### src/rtl/alu_ctrl_pkg.sv
// rtl/alu_ctrl_pkg.sv - shared types for the ALU command arbiter
package alu_ctrl_pkg;

    localparam int DW      = 32;
    localparam int OPW     = 3;
    // Widest requester index (N_REQ up to 8); narrower tops use the low bits.
    localparam int MAX_IDW = 3;

    typedef enum logic [1:0] {
        IDLE  = 2'd0,
        ISSUE = 2'd1,
        WAIT  = 2'd2,
        RESP  = 2'd3
    } state_t;

    typedef struct packed {
        logic [DW-1:0]      a;
        logic [DW-1:0]      b;
        logic [OPW-1:0]     op_code;
        logic [MAX_IDW-1:0] id;
    } cmd_t;

    typedef struct packed {
        logic [MAX_IDW-1:0] id;
        logic [DW-1:0]      out;
        logic               carry;
        logic               err;
    } rsp_t;

endpackage

### src/rtl/rr_arbiter.sv
// rtl/rr_arbiter.sv - combinational round-robin grant starting at ptr
module rr_arbiter #(
    parameter int N_REQ = 4,
    parameter int IDW   = $clog2(N_REQ)
) (
    input  logic [N_REQ-1:0] req,
    input  logic [IDW-1:0]   ptr,
    input  logic             en,
    output logic [N_REQ-1:0] grant,
    output logic [IDW-1:0]   idx
);

    always_comb begin
        int           s;
        logic [IDW-1:0] cand;
        logic         found;
        grant = '0;
        idx   = '0;
        found = 1'b0;
        s     = 0;
        cand  = '0;
        for (int off = 0; off < N_REQ; off++) begin
            s = int'(ptr) + off;
            if (s >= N_REQ) begin
                s = s - N_REQ;
            end
            cand = IDW'(s);
            if (en && !found && req[cand]) begin
                found       = 1'b1;
                grant[cand] = 1'b1;
                idx         = cand;
            end
        end
    end

endmodule

### src/rtl/alu_arbiter.sv
// rtl/alu_arbiter.sv - round-robin sharing of one multi-cycle ALU with watchdog
module alu_arbiter
    import alu_ctrl_pkg::*;
#(
    parameter int N_REQ   = 4,
    parameter int TIMEOUT = 64,
    parameter int IDW     = $clog2(N_REQ)
) (
    input  logic               clk,
    input  logic               reset,
    input  logic [N_REQ-1:0]   req_valid,
    output logic [N_REQ-1:0]   req_ready,
    input  logic [N_REQ*32-1:0] req_a,
    input  logic [N_REQ*32-1:0] req_b,
    input  logic [N_REQ*3-1:0] req_op,
    output logic               alu_start,
    output logic [31:0]        alu_a,
    output logic [31:0]        alu_b,
    output logic [2:0]         alu_op,
    input  logic               alu_ready,
    input  logic               alu_carry,
    input  logic [31:0]        alu_out,
    output logic               rsp_valid,
    input  logic               rsp_ready,
    output logic [IDW-1:0]     rsp_id,
    output logic [31:0]        rsp_out,
    output logic               rsp_carry,
    output logic               rsp_err
);

    localparam int CW = $clog2(TIMEOUT);

    state_t           state;
    logic [IDW-1:0]   rr_ptr;
    logic [CW-1:0]    cnt;
    cmd_t             cmd_q;
    rsp_t             rsp_q;
    logic [N_REQ-1:0] grant;
    logic [IDW-1:0]   grant_idx;

    rr_arbiter #(
        .N_REQ(N_REQ),
        .IDW  (IDW)
    ) u_rr (
        .req  (req_valid),
        .ptr  (rr_ptr),
        .en   (state == IDLE),
        .grant(grant),
        .idx  (grant_idx)
    );

    assign req_ready = grant;
    assign alu_start = (state == ISSUE);
    assign alu_a     = cmd_q.a;
    assign alu_b     = cmd_q.b;
    assign alu_op    = cmd_q.op_code;
    assign rsp_valid = (state == RESP);
    assign rsp_id    = rsp_q.id[IDW-1:0];
    assign rsp_out   = rsp_q.out;
    assign rsp_carry = rsp_q.carry;
    assign rsp_err   = rsp_q.err;

    always_ff @(posedge clk) begin
        if (reset) begin
            state  <= IDLE;
            rr_ptr <= '0;
            cnt    <= '0;
            cmd_q  <= '0;
            rsp_q  <= '0;
        end else begin
            case (state)
                IDLE: begin
                    if (|grant) begin
                        cmd_q.a       <= req_a[32*int'(grant_idx) +: 32];
                        cmd_q.b       <= req_b[32*int'(grant_idx) +: 32];
                        cmd_q.op_code <= req_op[3*int'(grant_idx) +: 3];
                        cmd_q.id      <= MAX_IDW'(grant_idx);
                        state         <= ISSUE;
                    end
                end
                ISSUE: begin
                    cnt   <= '0;
                    state <= WAIT;
                end
                WAIT: begin
                    // A real result wins even on the last watchdog cycle.
                    if (alu_ready) begin
                        rsp_q.id    <= cmd_q.id;
                        rsp_q.out   <= alu_out;
                        rsp_q.carry <= alu_carry;
                        rsp_q.err   <= 1'b0;
                        state       <= RESP;
                    end else if (cnt == CW'(TIMEOUT - 1)) begin
                        rsp_q.id    <= cmd_q.id;
                        rsp_q.out   <= '0;
                        rsp_q.carry <= 1'b0;
                        rsp_q.err   <= 1'b1;
                        state       <= RESP;
                    end else begin
                        cnt <= cnt + 1'b1;
                    end
                end
                RESP: begin
                    if (rsp_ready) begin
                        if (rsp_q.id == MAX_IDW'(N_REQ - 1)) begin
                            rr_ptr <= '0;
                        end else begin
                            rr_ptr <= IDW'(rsp_q.id + MAX_IDW'(1));
                        end
                        state <= IDLE;
                    end
                end
                default: state <= IDLE;
            endcase
        end
    end

endmodule
### config.mk
export PLATFORM = sky130hd
export DESIGN_NAME = alu_arbiter
export DESIGN_NICKNAME = d
export VERILOG_FILES = /design/src/rtl/alu_ctrl_pkg.sv /design/src/rtl/rr_arbiter.sv /design/src/rtl/alu_arbiter.sv
export SDC_FILE = /design/constraint.sdc
export NUM_CORES = 1
export LEC_CHECK = 0
export CORE_AREA = 3 3 163 165
export CTS_BUF_LIST = sky130_fd_sc_hd__clkbuf_16
export DETAILED_ROUTE_END_ITERATION = 10
export DIE_AREA = 0 0 166 168
export PLACE_DENSITY_LB_ADDON = 0.05
export SYNTH_ARGS = -nofsm -noshare
export SYNTH_HDL_FRONTEND = slang
export SYNTH_HIERARCHICAL = 1
export SYNTH_SLANG_ARGS = --single-unit
### constraint.sdc
create_clock -name clk -period 6.57 [get_ports clk]
set_input_delay 1.971 -clock clk [delete_from_list [all_inputs] [get_ports clk]]
set_output_delay 1.971 -clock clk [all_outputs]
set_load 0.005 [all_outputs]
# Word-level counts from Yosys, hierarchy flattened
# Index checks and enable logic that the tools add are counted.
totals:
  register_bits: 116
  latchBits: 0
  ramBits: 0
  romBits: 0
  in_bits: 309
  out_inout_bits: 109
  wordCells: 114
  mem_count: 0
op_classes:
  addsub: 9
  n_mul: 1
  div_mod_pow: 0
  order_cmp: 12
  eq_ne: 10
  shifts: 3
  mux: 42
  bitwise_logic: 3
  reduce_logical: 23
ops:
  columns: ["op", "n"]
  rows:
  - ["128-bit by 8-bit indexed part select with 32-bit output", 2]
  - ["37-bit 2-to-1 mux", 2]
  - ["2-bit 2-to-1 mux", 13]
  - ["4-bit 2-to-1 mux", 4]
  - ["2-bit by 3-bit < comparator with 1-bit output, second input constant", 4]
  - ["6-bit 2-to-1 mux", 2]
  - ["4-bit bitwise OR", 3]
  - ["6-bit one-hot mux with 2 select lines", 1]
  - ["12-bit by 5-bit indexed part select with 3-bit output", 1]
  - ["1-bit logical AND", 11]
  - ["1-bit 2-to-1 mux", 11]
  - ["3-bit greater-or-equal comparator, second input constant", 3]
  - ["1-bit binary-select mux with 2-bit select", 4]
  - ["1-bit demux with 2-bit select", 4]
  - ["2-bit by 1-bit greater-or-equal comparator with 1-bit output, second input constant", 4]
  - ["2-bit one-hot mux with 4 select lines", 1]
  - ["2-bit by 1-bit subtractor with 2-bit output, second input constant", 4]
  - ["2-bit by 2-bit adder with 3-bit output, second input constant", 2]
  - ["6-bit by 1-bit adder with 6-bit output, second input constant", 1]
  - ["6-bit == test, second input constant", 1]
  - ["2-bit != test, second input constant", 3]
  - ["2-bit AND reduction", 3]
  - ["3-bit AND reduction", 2]
  - ["2-bit == test, second input constant", 2]
  - ["other kinds (12)", 15]

# Depth between registers and ports, before layout
# Gate-level depths: netlist (run 1).
logic_depth:
  depth_word: 21
  mapped_depth: 15
  depth_no_buf: 10

# Cells and area by module
# Netlist (run 1), hierarchy kept.
modules_own_cells:
  columns: ["mod", "n_inst", "cells_per_inst", "area_per_inst_um2", "seq_area_each_um2"]
  rows:
  - ["alu_arbiter", 1, 609, 6190.9, 2302.2]
  - ["rr_arbiter", 1, 71, 636.9, 0.0]

# Least setup slack after synthesis (run 1)
# Ideal clock, no wire load.
synth_path:
  path_type: "input to output"
  from: "in req_valid[3]"
  to: "out req_ready[2]"
  arrival_ps: 3029
  required_time_ps: 4599
  slack_ps: 1570
  stages: 4
  path_buffers: 1
  path_cell_list: "mux4_2 > buf_6 > o21a_1 > o221ai_1"
synth_via:
  elab_chain_cells: 16
  word_cells_on_any_way: 28
  classes_between: "15 x mux; 3 x bitwise; 10 x reduce/logical"
synth_rtl:
  columns: ["element", "line", "rtl"]
  rows:
  - ["from (decl)", "alu_arbiter.sv:11", "input logic [N_REQ-1:0] req_valid,"]
  - ["1-bit binary-select mux with 2-bit select", "rr_arbiter.sv:28", "if (en && !found && req[cand]) begin"]
  - ["1-bit 2-to-1 mux (implied by the code)", "rr_arbiter.sv:28", null]
  - ["1-bit logical AND", "rr_arbiter.sv:28", null]
  - ["1-bit 2-to-1 mux", "rr_arbiter.sv:28", null]
  - ["1-bit logical NOT", "rr_arbiter.sv:28", null]
  - ["1-bit logical AND (2 in a row)", "rr_arbiter.sv:28", null]
  - ["1-bit 2-to-1 mux", "rr_arbiter.sv:28", null]
  - ["1-bit logical NOT", "rr_arbiter.sv:28", null]
  - ["1-bit logical AND (2 in a row)", "rr_arbiter.sv:28", null]
  - ["1-bit 2-to-1 mux", "rr_arbiter.sv:28", null]
  - ["1-bit logical NOT", "rr_arbiter.sv:28", null]
  - ["1-bit logical AND (2 in a row)", "rr_arbiter.sv:28", null]
  - ["4-bit 2-to-1 mux *", "rr_arbiter.sv:28", null]
  - ["to (decl)", "alu_arbiter.sv:12", "output logic [N_REQ-1:0] req_ready,"]
# Every way passes the cells marked *; elsewhere a longest branch is shown, timed or not. The select of a mux whose other input is x is not followed.

# Worst setup path after layout (run 1)
layout_path:
  from: "in req_valid[1]"
  to: "out req_ready[3]"
# The elaborated chain is that of the path after synthesis.

==> reports/qor.txt, run 1 <==
# port buffers = 417
FF+latch count, synth = 115
Antenna viol nets, final = 0
Yosys cell types = 50
Critical path peak fanout = 9
Tcrit/Tclk final = 0.956
Async S/R FF share, synth = 0
Starting Density = 0.271
Internal power = 0.00229 W
DRC = 0
Clock Path Buffers = 2
Post-synthesis adder-cell area fraction = 0.0257
Crit path cell chain = clkdlybuf4s50_1 > mux4_2 > nor2b_1 > o21ai_2 > o221ai_1 > clkdlybuf4s50_1
Post-DP HPWL = 19,700 um
Clk_lat worst skew = 0.41 ns
Biggest area consumer among synthesized cells = dfxtp_1
Num ports = 418
Mapped Area = 6830 um^2
Ys flop type = dfxtp_1
P&R area growth vs syn = 66.0%
Wirelength per Cell = 19.0 um
Clock Sinks = 115
Total iterations of the first detailed-routing run = 4
Final Setup Violations = 0
Area share of the largest cell type after synthesis = 0.337
Fin. max-slew vios = 0
Initial antenna violation count = 1
Die Y = 168 um
Setup Buffers After CTS = 0
Final hold violation count = 0
First-pass GRT wire length = 38,400 um
Flop pwr share = 0.270
Worst Path Arrival = 4.31 ns
XOR/XNOR Fraction of Synth Area = 0
Vias per cell = 4.68
Logic gate share of total power = 0.456
Post-Synthesis Cells = 680
Mux share of post-synthesis cell area = 0.244
Row cnt = 58
GRT Total Usage = 0.177
Sw frac = 0.349
CTS tree = done
Vias in the first global route = 6,500
Top-count cell post-synth = nand2_1
Most common cell on crit path = clkdlybuf4s50_1
Req. time, crit path = 4.60 ns
Layout cells sized above 1 = 0.131
Root Driver = clkbuf_16
Final setup TNS = 0 ns
Post-synthesis compound-gate area fraction = 0.148
Critical Path Start Type = input pin
CTS buffer count = 17
Syn nets = 1,003
Maximum clock frequency = 159 MHz
Vias = 6,310
Routability congestion estimate = 0.783
Die W = 166 um
Post-Synth Simple-Gate Area = 0.119
Clk pin slew, worst setup/hold paths = 0.06 ns
Setup Crit Path Kind = input pin to output port
Total power = 0.00352 W
Worst Hold Class = register to register
Pin count of the biggest net entering global routing = 83
Nets@finish = 1,326
Grt ovf = 0
Clock share of power = 0.274
Minimum clock period = 6.28 ns
Hold_buf cts = 0
Sequential share of the synthesized area = 0.337
Synth cell count leaders = nand2_1, dfxtp_1, a21oi_1
Net Sw Power = 0.00123 W
Max-cap violations = 0
# resized after CTS = 0
Synthesized area per cell = 10.0 um^2
Worst setup EP type = output port
Deepest level of the CTS H-tree = 4
Most area-consuming cells after synthesis = dfxtp_1, mux4_2, nand2_1
Leakage = 3.95 nW
PwrDens = 310 nW/um^2
Slowest stage delay, CP = 0.61 ns
EDFF count, synth = 0
Worst-margin pin slew = 0.945 ns
Die ar. = 27,900 um^2
Status = completed
Slowest cell on crit path = mux4_2
Final Skew = 0.0131 ns
RSZ-0062 raised after global routing = no
Peak supply drop = 0.000171 V
DR iter-0 viols = 316
Yosys Warn Count = 6
Fill cells = 2,422
Routed WL = 25,600 um
Core box area = 25,200 um^2
Main combinational cell family by area after synthesis = multiplexers
Worst rel slew slack = 0.370
[cells by family after synthesis]
family          count (synthesis)
fa+ha+maj                      14
mux                            77
compound gates                154
buf+inv                       134
flops                         115
simple gates                  186
[power groups by stage]
stage	Sequential, W	Clock [W]	Combinational (W)
2_1_floorplan	0.000943	0	0.00107
3_3_place_gp	0.000958	0	0.00166
3_5_place_dp	0.000965	0	0.00165
4_1_cts	0.000952	0.000995	0.00166
5_1_grt	0.000969	0.00103	0.00176
6_report	0.000949	0.000964	0.00161
[metal layers]
metal	share of wire	up-vias	GRT usage
li1	-	3048	-
met1	0.39	2970	0.202
met2	0.51	267	0.311
met3	0.087	25	0.0632
met4	0.018	0	0.0514
met5	0	-	0
[through the flow]
step	utilization	hold WS [ns]	setup slack, ns	area (um^2)	cells
global placement	0.426	0.441	0.299	10700	1314
CTS	0.450	0.455	0.285	11300	1346
detailed placement	0.426	0.446	0.285	10700	1314
global route	0.450	0.467	0.131	11300	1347
floorplan	-	0.437	1.57	6830	680
finish	0.450	0.451	0.288	11300	1347
[path summary, 6_finish.rpt]
| kind | end | cells after the start | start | slack, ns |
|---|---|---|---|---|
| setup / recovery | req_ready[3] | 6 | req_valid[1] | 0.29 |
| hold / removal | alu_op[0] | 2 | alu_op[0] | 0.45 |
| setup reg to reg | alu_b[8] | 11 | rr_ptr[0] | 2.05 |
| hold reg to reg | alu_op[0] | 2 | alu_op[0] | 0.45 |
[cells in the final DEF, fill, tap and decap left out, types with 3 or more instances in the layout]
| master | n |
|---|---|
| mux2_2 | 3 |
| a21oi_1 | 78 |
| inv_1 | 11 |
| clkdlybuf4s50_1 | 416 |
| dfxtp_1 | 115 |
| nor2b_1 | 6 |
| clkbuf_16 | 17 |
| a22o_1 | 33 |
| nor2_1 | 4 |
| buf_4 | 7 |
| nand2_1 | 155 |
| o211ai_1 | 6 |
| a211oi_1 | 7 |
| o221ai_1 | 3 |
| inv_8 | 4 |
| nor3_1 | 3 |
| o21ai_0 | 7 |
| inv_6 | 7 |
| nand3_1 | 3 |
| ha_1 | 14 |
| mux4_2 | 71 |
| o21a_1 | 4 |
[critical path: cells and delay by family]
| family | cells | cell delay, ns |
|---|---|---|
| AO/OA/AOI/OAI | 2 | 0.43 |
| buffers and inverters | 2 | 1.12 |
| multiplexers | 1 | 0.61 |
| AND/OR/NAND/NOR | 1 | 0.16 |
[flip-flops by register name, summed over array words and instances, names as in the netlist]
signal	flops
alu_b	32
cnt	6
rsp_err	1
rsp_out	32
state	2
alu_a	32
rsp_id	2
alu_op	3
cmd_q	2
rr_ptr	2
rsp_carry	1
[area by class of cell]
class | instances | area, um^2 | area share
clock inverters | 15 | 181 | 0.0160
inverters | 13 | 48.8 | 0.00431
well taps | 330 | 413 | 0.0364
clock buffers | 17 | 425 | 0.0375
diodes | 1 | 2.50 | 0.000221
multi-input cells | 431 | 3700 | 0.327
repair buffers | 425 | 4260 | 0.376
flip-flops and latches | 115 | 2300 | 0.203
Note: power is estimated with default switching activity, not from simulation.
==> run 2: changes to the inputs <==
Settings changed: CELL_PAD_IN_SITES_DETAIL_PLACEMENT set to 1, CELL_PAD_IN_SITES_GLOBAL_PLACEMENT set to 1, CORE_AREA 3 3 163 165 to not set, CORE_ASPECT_RATIO set to 0.75, CORE_MARGIN set to 3, CORE_UTILIZATION set to 29, DIE_AREA 0 0 166 168 to not set.
==> run 2 against run 1 <==
Against the previous run: setup slack improved by 0.021 ns; flip-flop and latch count unchanged; via count rose by 3.1%; sequential share of layout area barely moved; power up 2.1%.
==> reports/qor.txt, run 2 (same netlist as run 1, synthesis figures left out) <==
Starting Density = 0.302 (was 0.271)
Core box area = 22,600 um^2 (was 25,200 um^2)
CTS tree = done (unchanged)
M3 GR Usage = 0.0690 (was 0.0632)
Final Skew = 0.00755 ns (was 0.0131 ns)
P&R area growth vs syn = 66.1% (was 66.0%)
Clk_lat worst skew = 0.42 ns (was 0.41 ns)
Max-cap violations = 0 (unchanged)
Worst Path Arrival = 4.29 ns (was 4.31 ns)
Row cnt = 47 (was 58)
Critical Path Start Type = input pin (unchanged)
Most common cell after layout, fill and taps aside = clkdlybuf4s50_1 (unchanged)
Die ar. = 25,400 um^2 (was 27,900 um^2)
Fin. max-slew vios = 0 (unchanged)
First-pass GRT wire length = 41,900 um (was 38,400 um)
Pin count of the biggest net entering global routing = 83 (unchanged)
M2 GR Usage = 0.395 (was 0.311)
Place WS = 0.293 ns (was 0.285 ns)
Worst rel slew slack = 0.368 (was 0.370)
Setup Buffers After CTS = 0 (unchanged)
M1 GR Usage = 0.245 (was 0.202)
Req. time, crit path = 4.60 ns (about the same)
Final hold violation count = 0 (unchanged)
Commonest cells after routing, fill and taps aside = clkdlybuf4s50_1, nand2_1, dfxtp_1 (unchanged)
Num ports = 418 (unchanged)
Die Y = 139 um (was 168 um)
Leakage = 3.96 nW (was 3.95 nW)
Routed WL = 28,300 um (was 25,600 um)
Nets@finish = 1,327 (was 1,326)
Clock Sinks = 115 (unchanged)
Setup Crit Path Kind = input pin to output port (unchanged)
Maximum clock frequency = 160 MHz (was 159 MHz)
PwrDens = 317 nW/um^2 (was 310 nW/um^2)
RSZ-0062 raised after global routing = no (unchanged)
Layout cells sized above 1 = 0.130 (was 0.131)
Clock Path Buffers = 2 (unchanged)
Grt ovf = 0 (unchanged)
Post-DP HPWL = 22,500 um (was 19,700 um)
Wirelength per Cell = 21.5 um (was 19.0 um)
Vias in the first global route = 6,890 (was 6,500)
Root Driver = clkbuf_16 (unchanged)
Worst-margin pin slew = 0.948 ns (was 0.945 ns)
Setup ws final = 0.309 ns (was 0.288 ns)
Area of the multi-input gates = 3700 um^2 (unchanged)
GRT Total Usage = 0.218 (was 0.177)
DR iter-0 viols = 273 (was 316)
# resized after CTS = 0 (unchanged)
Register area = 2300 um^2 (unchanged)
Antenna viol nets, final = 0 (unchanged)
Final core area utilization = 0.502 (was 0.450)
Deepest level of the CTS H-tree = 4 (unchanged)
Final setup TNS = 0 ns (unchanged)
Critical path peak fanout = 9 (unchanged)
Worst setup EP type = output port (unchanged)
Hold slack = 0.452 ns (was 0.451 ns)
Status = completed (unchanged)
Worst Hold Class = register to register (unchanged)
Gr busiest metal = met2 (unchanged)
Final Setup Violations = 0 (unchanged)
Vias = 6,507 (was 6,310)
Die W = 183 um (was 166 um)
Clk pin slew, worst setup/hold paths = 0.06 ns (about the same)
Tcrit/Tclk final = 0.953 (was 0.956)
Peak supply drop = 0.000157 V (was 0.000171 V)
Routability congestion estimate = 0.832 (was 0.783)
CTS buffer count = 17 (unchanged)
Total iterations of the first detailed-routing run = 6 (was 4)
Vias per cell = 4.95 (was 4.68)
# port buffers = 417 (unchanged)
Minimum clock period = 6.26 ns (was 6.28 ns)
Initial antenna violation count = 8 (was 1)
Hold_buf cts = 0 (unchanged)
Fill cells = 2,464 (was 2,422)
DRC = 0 (unchanged)
==> run 2: cell count changes in the layout (fill, tap and decap cells not counted), sizes merged <==
| cell | before | now |
|---|---|---|
| inv | 24 | 18 |
| clkinvlp | 2 | 3 |
| diode | 1 | 4 |
| bufinv | 2 | 4 |
| buf | 9 | 10 |
| clkinv | 0 | 3 |
==> run 2: path summary, 6_finish.rpt <==
path | from | to | slack (ns) | cells after the start
worst max register to register | rr_ptr[0] | alu_a[11] | 1.96 | 11
worst max-delay path | req_valid[1] | req_ready[1] | 0.31 | 6
worst min register to register | alu_b[31] | alu_b[31] | 0.45 | 2
worst min-delay path | alu_b[31] | alu_b[31] | 0.45 | 2
==> run 2: metal layers <==
| metal | up-vias | wire length (um) |
|---|---|---|
| li1 | 3053 | - |
| met3 | 30 | 1930 |
| met2 | 209 | 14900 |
| met5 | - | 46 |
| met4 | 8 | 477 |
| met1 | 3207 | 10900 |
==> run 2: metrics by stage <==
step                      total power, W  instances  cell area, um^2
after floorplan                  0.00202        680             6830
final                            0.00359       1315            11300
after detailed placement         0.00263       1279            10700
after CTS                        0.00366       1311            11300
after global routing             0.00382       1315            11300
after global placement           0.00262       1279            10700
==> run 2: critical path: stages <==
cell	delay [ns]
clkdlybuf4s50_1	0.55
mux4_2	0.61
nor2b_1	0.16
o21ai_2	0.13
o221ai_1	0.29
clkdlybuf4s50_1	0.56
==> run 2: cell type report <==
class,instances,share of cell area
timing repair buffer,426,0.377
tap,294,0.0324
multi-input combinational,431,0.327
sequential,115,0.203
inverter,13,0.00430
clock inverter,15,0.0179
clock buffer,17,0.0375
antenna,4,0.000883
==> run 2: report_power, final <==
part           total (W)  internal (W)  switching [W]
sequential      0.000950      0.000863      0.0000867
clock            0.00101      0.000638       0.000369
combinational    0.00163      0.000864       0.000770
